$ cat src/rtl/sm_divider_seq.sv
// sm_divider_seq
// ---------------------------------------------------------------------------
// Multi-cycle restoring divider for signed-magnitude operands.
// Bit WIDTH-1 of each operand is the sign. Bits WIDTH-2:0 are the magnitude,
// giving M = WIDTH-1 magnitude bits. The divider resolves one quotient bit per
// clock, MSB first. A full division takes M clocks in CALC, followed by one
// DONE cycle.
//
// Ports
//   clk          rising-edge clock
//   rst_n        asynchronous active-low reset
//   start        request, sampled only in IDLE or DONE
//   numerator    signed-magnitude dividend, captured on an accepted start
//   denominator  signed-magnitude divisor, captured on an accepted start
//   busy         high while iterating (CALC)
//   done         one-cycle pulse when the results are valid
//   quotient     signed-magnitude quotient, held until the next result
//   remainder    signed-magnitude remainder (takes the sign of the numerator)
//   divbyzero    divisor magnitude was zero, held with the results
//   zero         remainder magnitude is zero, held with the results
// ---------------------------------------------------------------------------
module sm_divider_seq #(
  parameter int WIDTH = 8
) (
  input  logic             clk,
  input  logic             rst_n,
  input  logic             start,
  input  logic [WIDTH-1:0] numerator,
  input  logic [WIDTH-1:0] denominator,
  output logic             busy,
  output logic             done,
  output logic [WIDTH-1:0] quotient,
  output logic [WIDTH-1:0] remainder,
  output logic             divbyzero,
  output logic             zero
);

  localparam int M  = WIDTH - 1;
  localparam int CW = $clog2(WIDTH);
  localparam logic [CW-1:0] CNT_LAST = CW'(M - 1);

  typedef enum logic [1:0] {
    S_IDLE = 2'd0,
    S_CALC = 2'd1,
    S_DONE = 2'd2
  } state_t;

  // Registered state
  state_t           state_q,   state_d;
  logic [CW-1:0]    cnt_q,     cnt_d;
  logic [M-1:0]     dvd_q,     dvd_d;     // dividend shifts out, quotient bits shift in
  logic [M-1:0]     dvs_q,     dvs_d;     // divisor magnitude
  logic [M-1:0]     prem_q,    prem_d;    // partial remainder (always < divisor)
  logic             qsign_q,   qsign_d;
  logic             rsign_q,   rsign_d;
  logic             busy_q,    busy_d;
  logic             done_q,    done_d;
  logic [WIDTH-1:0] quot_q,    quot_d;
  logic [WIDTH-1:0] rem_q,     rem_d;
  logic             dbz_q,     dbz_d;
  logic             zero_q,    zero_d;

  // Iteration datapath
  logic [M:0]       prem_shift;   // M+1-bit partial remainder after shifting in the next bit
  logic             q_bit;
  logic [M-1:0]     prem_sub;
  logic [M-1:0]     prem_next;
  logic [M-1:0]     dvd_next;

  // One restoring step.
  // The stored partial remainder is always below the divisor, so it fits in
  // M bits. Only the shifted value needs the extra bit. When the subtraction
  // is taken, the true difference is below the divisor, so its low M bits are
  // exact.
  always_comb begin
    prem_shift = {prem_q, dvd_q[M-1]};
    q_bit      = (prem_shift >= {1'b0, dvs_q});
    prem_sub   = prem_shift[M-1:0] - dvs_q;
    if (q_bit) begin
      prem_next = prem_sub;
    end else begin
      prem_next = prem_shift[M-1:0];
    end
    dvd_next = {dvd_q[M-2:0], q_bit};
  end

  // Next-state and next-output computation
  always_comb begin
    state_d = state_q;
    cnt_d   = cnt_q;
    dvd_d   = dvd_q;
    dvs_d   = dvs_q;
    prem_d  = prem_q;
    qsign_d = qsign_q;
    rsign_d = rsign_q;
    busy_d  = busy_q;
    done_d  = 1'b0;
    quot_d  = quot_q;
    rem_d   = rem_q;
    dbz_d   = dbz_q;
    zero_d  = zero_q;

    case (state_q)
      S_IDLE, S_DONE: begin
        if (start) begin
          dvd_d   = numerator[M-1:0];
          dvs_d   = denominator[M-1:0];
          qsign_d = numerator[M] ^ denominator[M];
          rsign_d = numerator[M];
          prem_d  = {M{1'b0}};
          cnt_d   = {CW{1'b0}};
          if (denominator[M-1:0] == {M{1'b0}}) begin
            // Zero divisor of either sign: report immediately, no iteration
            state_d = S_DONE;
            busy_d  = 1'b0;
            done_d  = 1'b1;
            quot_d  = {WIDTH{1'b0}};
            rem_d   = {WIDTH{1'b0}};
            dbz_d   = 1'b1;
            zero_d  = 1'b1;
          end else begin
            state_d = S_CALC;
            busy_d  = 1'b1;
          end
        end else begin
          state_d = S_IDLE;
          busy_d  = 1'b0;
        end
      end

      S_CALC: begin
        prem_d = prem_next;
        dvd_d  = dvd_next;
        cnt_d  = cnt_q + CW'(1);
        if (cnt_q == CNT_LAST) begin
          // Last quotient bit resolved this edge.
          // A zero magnitude never carries a sign.
          state_d = S_DONE;
          busy_d  = 1'b0;
          done_d  = 1'b1;
          quot_d  = {qsign_q & (|dvd_next), dvd_next};
          rem_d   = {rsign_q & (|prem_next), prem_next};
          dbz_d   = 1'b0;
          zero_d  = ~(|prem_next);
        end else begin
          state_d = S_CALC;
          busy_d  = 1'b1;
        end
      end

      default: begin
        state_d = S_IDLE;
        busy_d  = 1'b0;
      end
    endcase
  end

  // State and output registers
  always_ff @(posedge clk or negedge rst_n) begin
    if (!rst_n) begin
      state_q <= S_IDLE;
      cnt_q   <= {CW{1'b0}};
      dvd_q   <= {M{1'b0}};
      dvs_q   <= {M{1'b0}};
      prem_q  <= {M{1'b0}};
      qsign_q <= 1'b0;
      rsign_q <= 1'b0;
      busy_q  <= 1'b0;
      done_q  <= 1'b0;
      quot_q  <= {WIDTH{1'b0}};
      rem_q   <= {WIDTH{1'b0}};
      dbz_q   <= 1'b0;
      zero_q  <= 1'b0;
    end else begin
      state_q <= state_d;
      cnt_q   <= cnt_d;
      dvd_q   <= dvd_d;
      dvs_q   <= dvs_d;
      prem_q  <= prem_d;
      qsign_q <= qsign_d;
      rsign_q <= rsign_d;
      busy_q  <= busy_d;
      done_q  <= done_d;
      quot_q  <= quot_d;
      rem_q   <= rem_d;
      dbz_q   <= dbz_d;
      zero_q  <= zero_d;
    end
  end

  assign busy      = busy_q;
  assign done      = done_q;
  assign quotient  = quot_q;
  assign remainder = rem_q;
  assign divbyzero = dbz_q;
  assign zero      = zero_q;

endmodule

$ cat config.mk
export PLATFORM = sky130hd
export DESIGN_NAME = sm_divider_seq
export DESIGN_NICKNAME = d
export VERILOG_FILES = /design/src/rtl/sm_divider_seq.sv
export SDC_FILE = /design/constraint.sdc
export NUM_CORES = 1
export LEC_CHECK = 0
export ABC_AREA = 1
export ABC_CLOCK_PERIOD_IN_PS = 5740
export CELL_PAD_IN_SITES_DETAIL_PLACEMENT = 1
export CELL_PAD_IN_SITES_GLOBAL_PLACEMENT = 2
export CORE_MARGIN = 1.5
export CORE_UTILIZATION = 34
export DETAILED_ROUTE_END_ITERATION = 8
export GPL_ROUTABILITY_DRIVEN = 0
export PLACE_DENSITY = 0.88
export REMOVE_ABC_BUFFERS = 1
export SETUP_SLACK_MARGIN = 0.05
export SLEW_MARGIN = 20
export SYNTH_ARGS = -nofsm -noshare
export SYNTH_HDL_FRONTEND = slang
export SYNTH_SLANG_ARGS = --single-unit
$ cat constraint.sdc
create_clock -name clk -period 5.74 [get_ports clk]
set_input_delay 0.574 -clock clk [delete_from_list [all_inputs] [get_ports clk]]
set_output_delay 0.574 -clock clk [all_outputs]
set_load 0.005 [all_outputs]
==> results of run 1 <==
==> final cells by class <==
type / count / area share
multi-input cells: 178 / 0.345
flip-flops and latches: 46 / 0.396
clock buffers: 5 / 0.0237
clock inverters: 3 / 0.0168
well taps: 80 / 0.0344
inverters: 42 / 0.0542
repair buffers: 38 / 0.130
==> power groups by stage <==
stage | sequential (mW) | combinational (mW) | clock [mW]
final | 0.549 | 1.05 | 0.255
after global routing | 0.568 | 1.20 | 0.275
after CTS | 0.551 | 1.06 | 0.260
after detailed placement | 0.558 | 1.05 | 0
after global placement | 0.553 | 1.03 | 0
after floorplan | 0.541 | 0.725 | 0
==> placed cells by master (no fill, tap or decap), types with 4 or more instances in the layout <==
cell / instances
o21ai_0: 22
nand4_1: 5
o22ai_1: 5
nor2_1: 12
dfrtp_1: 46
a21oi_1: 5
inv_1: 38
ha_1: 9
nand2_2: 9
inv_2: 4
clkdlybuf4s50_1: 37
nand2_1: 64
clkbuf_8: 5
nand3_1: 22
o221ai_1: 5
==> worst paths after layout <==
kind                               start            to  slack [ns]  depth (start not counted)
worst max register to register  dvd_q[6]  remainder[7]        3.47                         16
min in group clk                cnt_q[2]      cnt_q[2]        0.48                          1
worst min-delay path               rst_n   quotient[3]        0.25                          1
worst min register to register  cnt_q[2]      cnt_q[2]        0.48                          1
worst max-delay path            dvd_q[6]  remainder[7]        3.47                         16
max in group asynchronous          rst_n      dvs_q[3]        5.09                          1
==> stage by stage <==
step | cell area (um^2) | worst slack (ns) | hold slack (ns)
finish | 2910 | 3.47 | 0.246
global route | 2910 | 3.25 | 0.286
CTS | 2900 | 3.45 | 0.462
detailed placement | 2790 | 3.17 | 0.470
global placement | 2790 | 3.25 | 0.456
floorplan | 2310 | 3.80 | 0.278
==> metal layers <==
layer | GRT usage | part of all wire | up-vias
met2 | 0.252 | 0.46 | 22
li1 | - | - | 964
met4 | 0.0616 | 0.015 | 0
met3 | 0.0318 | 0.018 | 7
met1 | 0.236 | 0.51 | 920
met5 | 0 | 0 | -
==> cell families after synthesis <==
| kind of cell | count (synthesis) | share of synthesized area |
|---|---|---|
| AOI/OAI and AO/OA | 43 | 0.111 |
| muxes | 2 | 0.00961 |
| buffers and inverters | 48 | 0.0807 |
| DFF | 46 | 0.491 |
| adders and majority gates | 10 | 0.0566 |
| xor gates and xnor gates | 2 | 0.00748 |
| and+or+nand+nor | 121 | 0.243 |
==> flip-flops by register name (all words and copies together), names as in the netlist <==
register   count
dvs_q          7
rsign_q        1
quotient       8
cnt_q          3
done           1
state_q        1
dvd_q          7
qsign_q        1
remainder      8
zero           1
divbyzero      1
prem_q         7
==> impl_metrics.csv, run 1 <==
group,metric,value,unit
outcome,run_status,"complete, no violations",
logic_synthesis,netlist_area,2340,um^2
timing,slew_headroom,0.616,
cts,clock_sinks,46,
logic_synthesis,synth_area_leaders,"dfrtp_1, nand2_1, inv_1",
drt,dr.pass1.iters,4,
floorplan,fp.dieW,86,um
drt,routedWlPerCell,14.1,um
critical_path,cp_slowest_stage_delay,0.42,ns
floorplan,fp-row-count,30,
placed_design,dp.cells,384,
drt,drc,0,
drt,ant_nets,0,
grt,grt-ovfl-total,0,
timing,setup_violations,0,
timing,rsz0062_at_grt,"no",
final_layout,fin_util,0.433,
final_layout,nNetsFinal,340,
power_and_ir_drop,swShare,0.458,
cts,holdBufCountCts,0,
critical_path,cp-end-kind,"register",
power_and_ir_drop,seq_power_share,0.297,
logic_synthesis,yosysTopAreaCell,"dfrtp_1",
floorplan,initial_core_util,0.349,
final_layout,area_delta_synth_final,24.1,%
logic_synthesis,synth_edf_count,0,
floorplan,io_pins,39,
critical_path,cp_num_buf_inv,2,
critical_path,worstSetupPathType,"reg2reg",
grt,antenna_found_initial,0,
power_and_ir_drop,clockPowerShare,0.138,
final_layout,multi_input_area,1000,um^2
power_and_ir_drop,power,1.85,mW
timing,fin_tns_setup,0,ns
grt,grtUsageTotal,0.166,
cts,cts_resized,0,
logic_synthesis,yosysMostFrequentCell,"nand2_1",
final_layout,regArea,1150,um^2
timing,slew_viol_final,0,
placed_design,portBuffers,38,
logic_synthesis,yosys_register_bits,46,
cts,cts_tree,"done",
hold_path,holdCritPathClass,"in2async",
cts,cts.htree.levels,2,
critical_path,required,5.95,ns
critical_path,worstPathArrival,2.48,ns
logic_synthesis,ys_async_sr_fraction,1.00,
grt,grt_pass1_wl,9470,um
timing,fin_skew,0.00576,ns
critical_path,cp_cell_sequence,"inv_1, ha_1, inv_1, fa_1, nand2_2, nand2_2, nand2_2, nand2_2, nand2_4, nand3_1, nand2_1, nand2_1, nor2_1, nand2_1, nand3_1, nand2_1",
cts,numCtsBuffers,5,
critical_path,worstSetupStartpointType,"register",
power_and_ir_drop,power.switching,0.847,mW
power_and_ir_drop,power_density,636,nW/um^2
critical_path,path_max_fanout,6,
power_and_ir_drop,power_frac_comb,0.565,
logic_synthesis,syn_inst,272,
floorplan,die_height,86,um
grt,grt_max_degree,47,
cts,clk_path_buf_depth,2,
power_and_ir_drop,cellInternalPower,1.00,mW
cts,cts_root_buffer,"clkbuf_8",
logic_synthesis,synth_area_per_cell,8.61,um^2
cts,clock_latency,0.31,ns
timing,hold_viol,0,
timing,worst_slew_pin_slew,0.577,ns
critical_path,critical_path.top_delay_family,"simple AND/OR/NAND/NOR gates",
floorplan,dieArea,7400,um^2
final_layout,n_antenna_cell,0,
final_layout,layout.cells.non_filler,392,
drt,via_per_inst,4.88,
logic_synthesis,yosysWarnings,0,
final_layout,drive_gt1_frac,0.0994,
power_and_ir_drop,ir_drop,0.205,mV
drt,num_vias,1913,
power_and_ir_drop,leakage,1.39,nW
grt,grt_pass1_vias,1912,
timing,timing.final.crit_share,0.395,
logic_synthesis,synth-main-ff-cell,"dfrtp_1",
floorplan,core,6720,um^2
placed_design,hpwl,4190,um
timing,fmax,441,MHz
run,cap_violations,0,
drt,totalWireLength,5520,um
final_layout,fillers,805,
drt,drt_iter0_drc,65,
critical_path,cp_slowest_cell,"fa_1",
logic_synthesis,synth_cell_types,30,
cts,postCtsSetupRepairBufs,0,
cts,clk_pin_slew,0.09,ns
logic_synthesis,synth_common_cells,"nand2_1, dfrtp_1, inv_1, nand3_1, o21ai_0",
logic_synthesis,yosysTopAreaCellShare,0.491,
logic_synthesis,synth_seq_area_share,0.491,
timing,min_period,2.27,ns
No activity file was read; power rests on OpenSTA's default activity.
==> inputs of run 2 (changes only) <==
- ABC_CLOCK_PERIOD_IN_PS: 5740 -> 1850
- CORE_UTILIZATION: 34 -> 28
- PLACE_DENSITY: 0.88 -> 0.78
- clock period: 5.74 -> 1.85 ns (I/O delays scaled with it)
==> run 2 against run 1 <==
Compared with the run above:
- the run now ends with setup timing left
- via count increased by 11%
- total power grew to 3.8 times the previous value
- cell count is 15% higher
- largest cell class unchanged
- largest power group unchanged
==> impl_metrics.csv, run 2 (synthesized netlist as in run 1, its figures left out) <==
group,metric,value,unit
timing,slew_headroom,0.648,
grt,grtUsageTotal,0.161,
final_layout,nNetsFinal,374,
critical_path,cp_slowest_stage_delay,0.38,ns
critical_path,cp-end-kind,"register",
cts,clock_latency,0.31,ns
grt,grt_pass1_wl,10900,um
drt,ant_nets,0,
outcome,run_status,"finished with violations",
final_layout,n_antenna_cell,0,
timing,timing.final.crit_share,1.11,
critical_path,required,2.05,ns
drt,via_per_inst,4.72,
cts,cts_root_buffer,"clkbuf_8",
floorplan,dieArea,8920,um^2
timing,hold_viol,0,
floorplan,die_height,94.5,um
drt,drc,0,
power_and_ir_drop,power,6.99,mW
floorplan,initial_core_util,0.287,
critical_path,critical_path_depth,16,
final_layout,layout.cells.non_filler,451,
critical_path,rr_worst_depth,16,
critical_path,worstSetupPathType,"reg2reg",
grt,grt-ovfl-total,0,
cts,clk_path_buf_depth,2,
grt,grt_max_degree,22,
hold_path,holdCritPathClass,"in2async",
timing,rsz0062_at_grt,"yes",
timing,setup_violations,19,
final_layout,final_common_cell,"nand2_1",
cts,clock_sinks,46,
timing,fin_skew,0.0110,ns
drt,drt_iter0_drc,32,
critical_path,worstSetupStartpointType,"register",
grt,grt_pass1_vias,2200,
timing,fmax,489,MHz
drt,routedWlPerCell,14.9,um
final_layout,fin_util,0.400,
floorplan,fp-row-count,33,
critical_path,critical_path.top_delay_family,"simple AND/OR/NAND/NOR gates",
floorplan,io_pins,39,
critical_path,rrSetupSlack,-0.20,ns
cts,cts.htree.levels,2,
placed_design,hpwl,5010,um
cts,numCtsBuffers,5,
power_and_ir_drop,leakage,1.57,nW
power_and_ir_drop,power_density,2140,nW/um^2
critical_path,cp_slowest_cell,"dfrtp_1",
timing,min_period,2.05,ns
timing,fin_tns_setup,-1.92,ns
timing,finalWorstSetupSlack,-0.195,ns
final_layout,area_delta_synth_final,39.6,%
critical_path,worstPathArrival,2.25,ns
drt,num_vias,2127,
run,cap_violations,0,
drt,dr.pass1.iters,4,
outcome,violations,"setup timing",
timing,worst_slew_pin_slew,0.528,ns
cts,cts_tree,"done",
power_and_ir_drop,ir_drop,0.713,mV
placed_design,dp.cells,434,
final_layout,drive_gt1_frac,0.243,
floorplan,core,8180,um^2
critical_path,path_max_fanout,6,
cts,clk_pin_slew,0.09,ns
timing,slew_viol_final,0,
critical_path,cp_num_buf_inv,2,
drt,totalWireLength,6710,um
grt,antenna_found_initial,0,
placed_design,portBuffers,38,
critical_path,worst_path_most_repeated_cell,"nand2_2",
floorplan,fp.dieW,94.5,um
final_layout,layout_common_cells,"nand2_1, dfrtp_1, clkdlybuf4s50_1, inv_1, buf_4",
placed_design,dp_slack,-0.267,ns
critical_path,cp_cell_sequence,"inv_2, ha_4, inv_2, fa_2, nand2_2, nand2_2, nand2_2, nand2_2, nand2_4, nand3_2, nand2_2, nand2_1, nor2_2, nand2_1, nand3_1, nand2_1",
==> run 2: changes by cell type in the layout (fill, tap and decap cells not counted), sizes merged <==
cell,before,now
bufinv,1,0
inv,43,42
clkinvlp,1,0
clkinv,0,1
buf,1,34
dlygate4sd3,0,1
clkbuf,5,7
==> run 2: final cells by class <==
type                    instances  area [um^2]
flip-flops and latches         46         1150
fillers                       972         4900
repair buffers                 72          633
clock inverters                 1         5.00
clock buffers                   7         86.3
multi-input cells             178         1100
inverters                      42          160
well taps                     105          131
==> run 2: final timing paths <==
kind,end,from
setup / recovery,remainder[7],dvd_q[6]
hold / removal,quotient[4],rst_n
setup reg to reg,remainder[7],dvd_q[6]
hold reg to reg,cnt_q[2],cnt_q[2]
max in group asynchronous,quotient[6],rst_n
min in group clk,dvs_q[1],denominator[1]
==> run 2: per-stage QoR <==
stage / area (um^2) / hold WS (ns)
after global placement: 3010 / 0.175
after floorplan: 2310 / -0.111
final: 3270 / 0.381
after CTS: 3240 / 0.380
after detailed placement: 3010 / 0.179
after global routing: 3270 / 0.420
==> run 2: where the power goes <==
part           switching [mW]  internal, mW  leakage, nW
logic                    2.52          2.09        0.942
clock network           0.349         0.302       0.0482
registers               0.276          1.45        0.581
==> run 2: timing repair <==
| action | in CTS | in global routing |
|---|---|---|
| setup endpoints to repair | 19 | 19 |
| buffers inserted | 6 | 2 |
| resized for setup | 26 | 5 |
| pin swaps | 7 | 3 |
| hold endpoints to repair | 19 | 0 |
| hold buffers | 1 | 0 |
==> run 2: worst reg2reg max path: cells and delay by family, from the launching register on <==
family / cells / cell delay [ns]
fa+ha+maj: 2 / 0.47
buf+inv: 2 / 0.12
flops: 1 / 0.38
simple gates: 12 / 0.98
==> run 2: per-layer routing <==
layer / global-route usage / up-vias / wire length [um]
met5: 0 / - / 0
met4: 0.0498 / 0 / 123
met3: 0.0258 / 11 / 122
met2: 0.272 / 25 / 3400
met1: 0.211 / 1058 / 3060
li1: - / 1033 / -
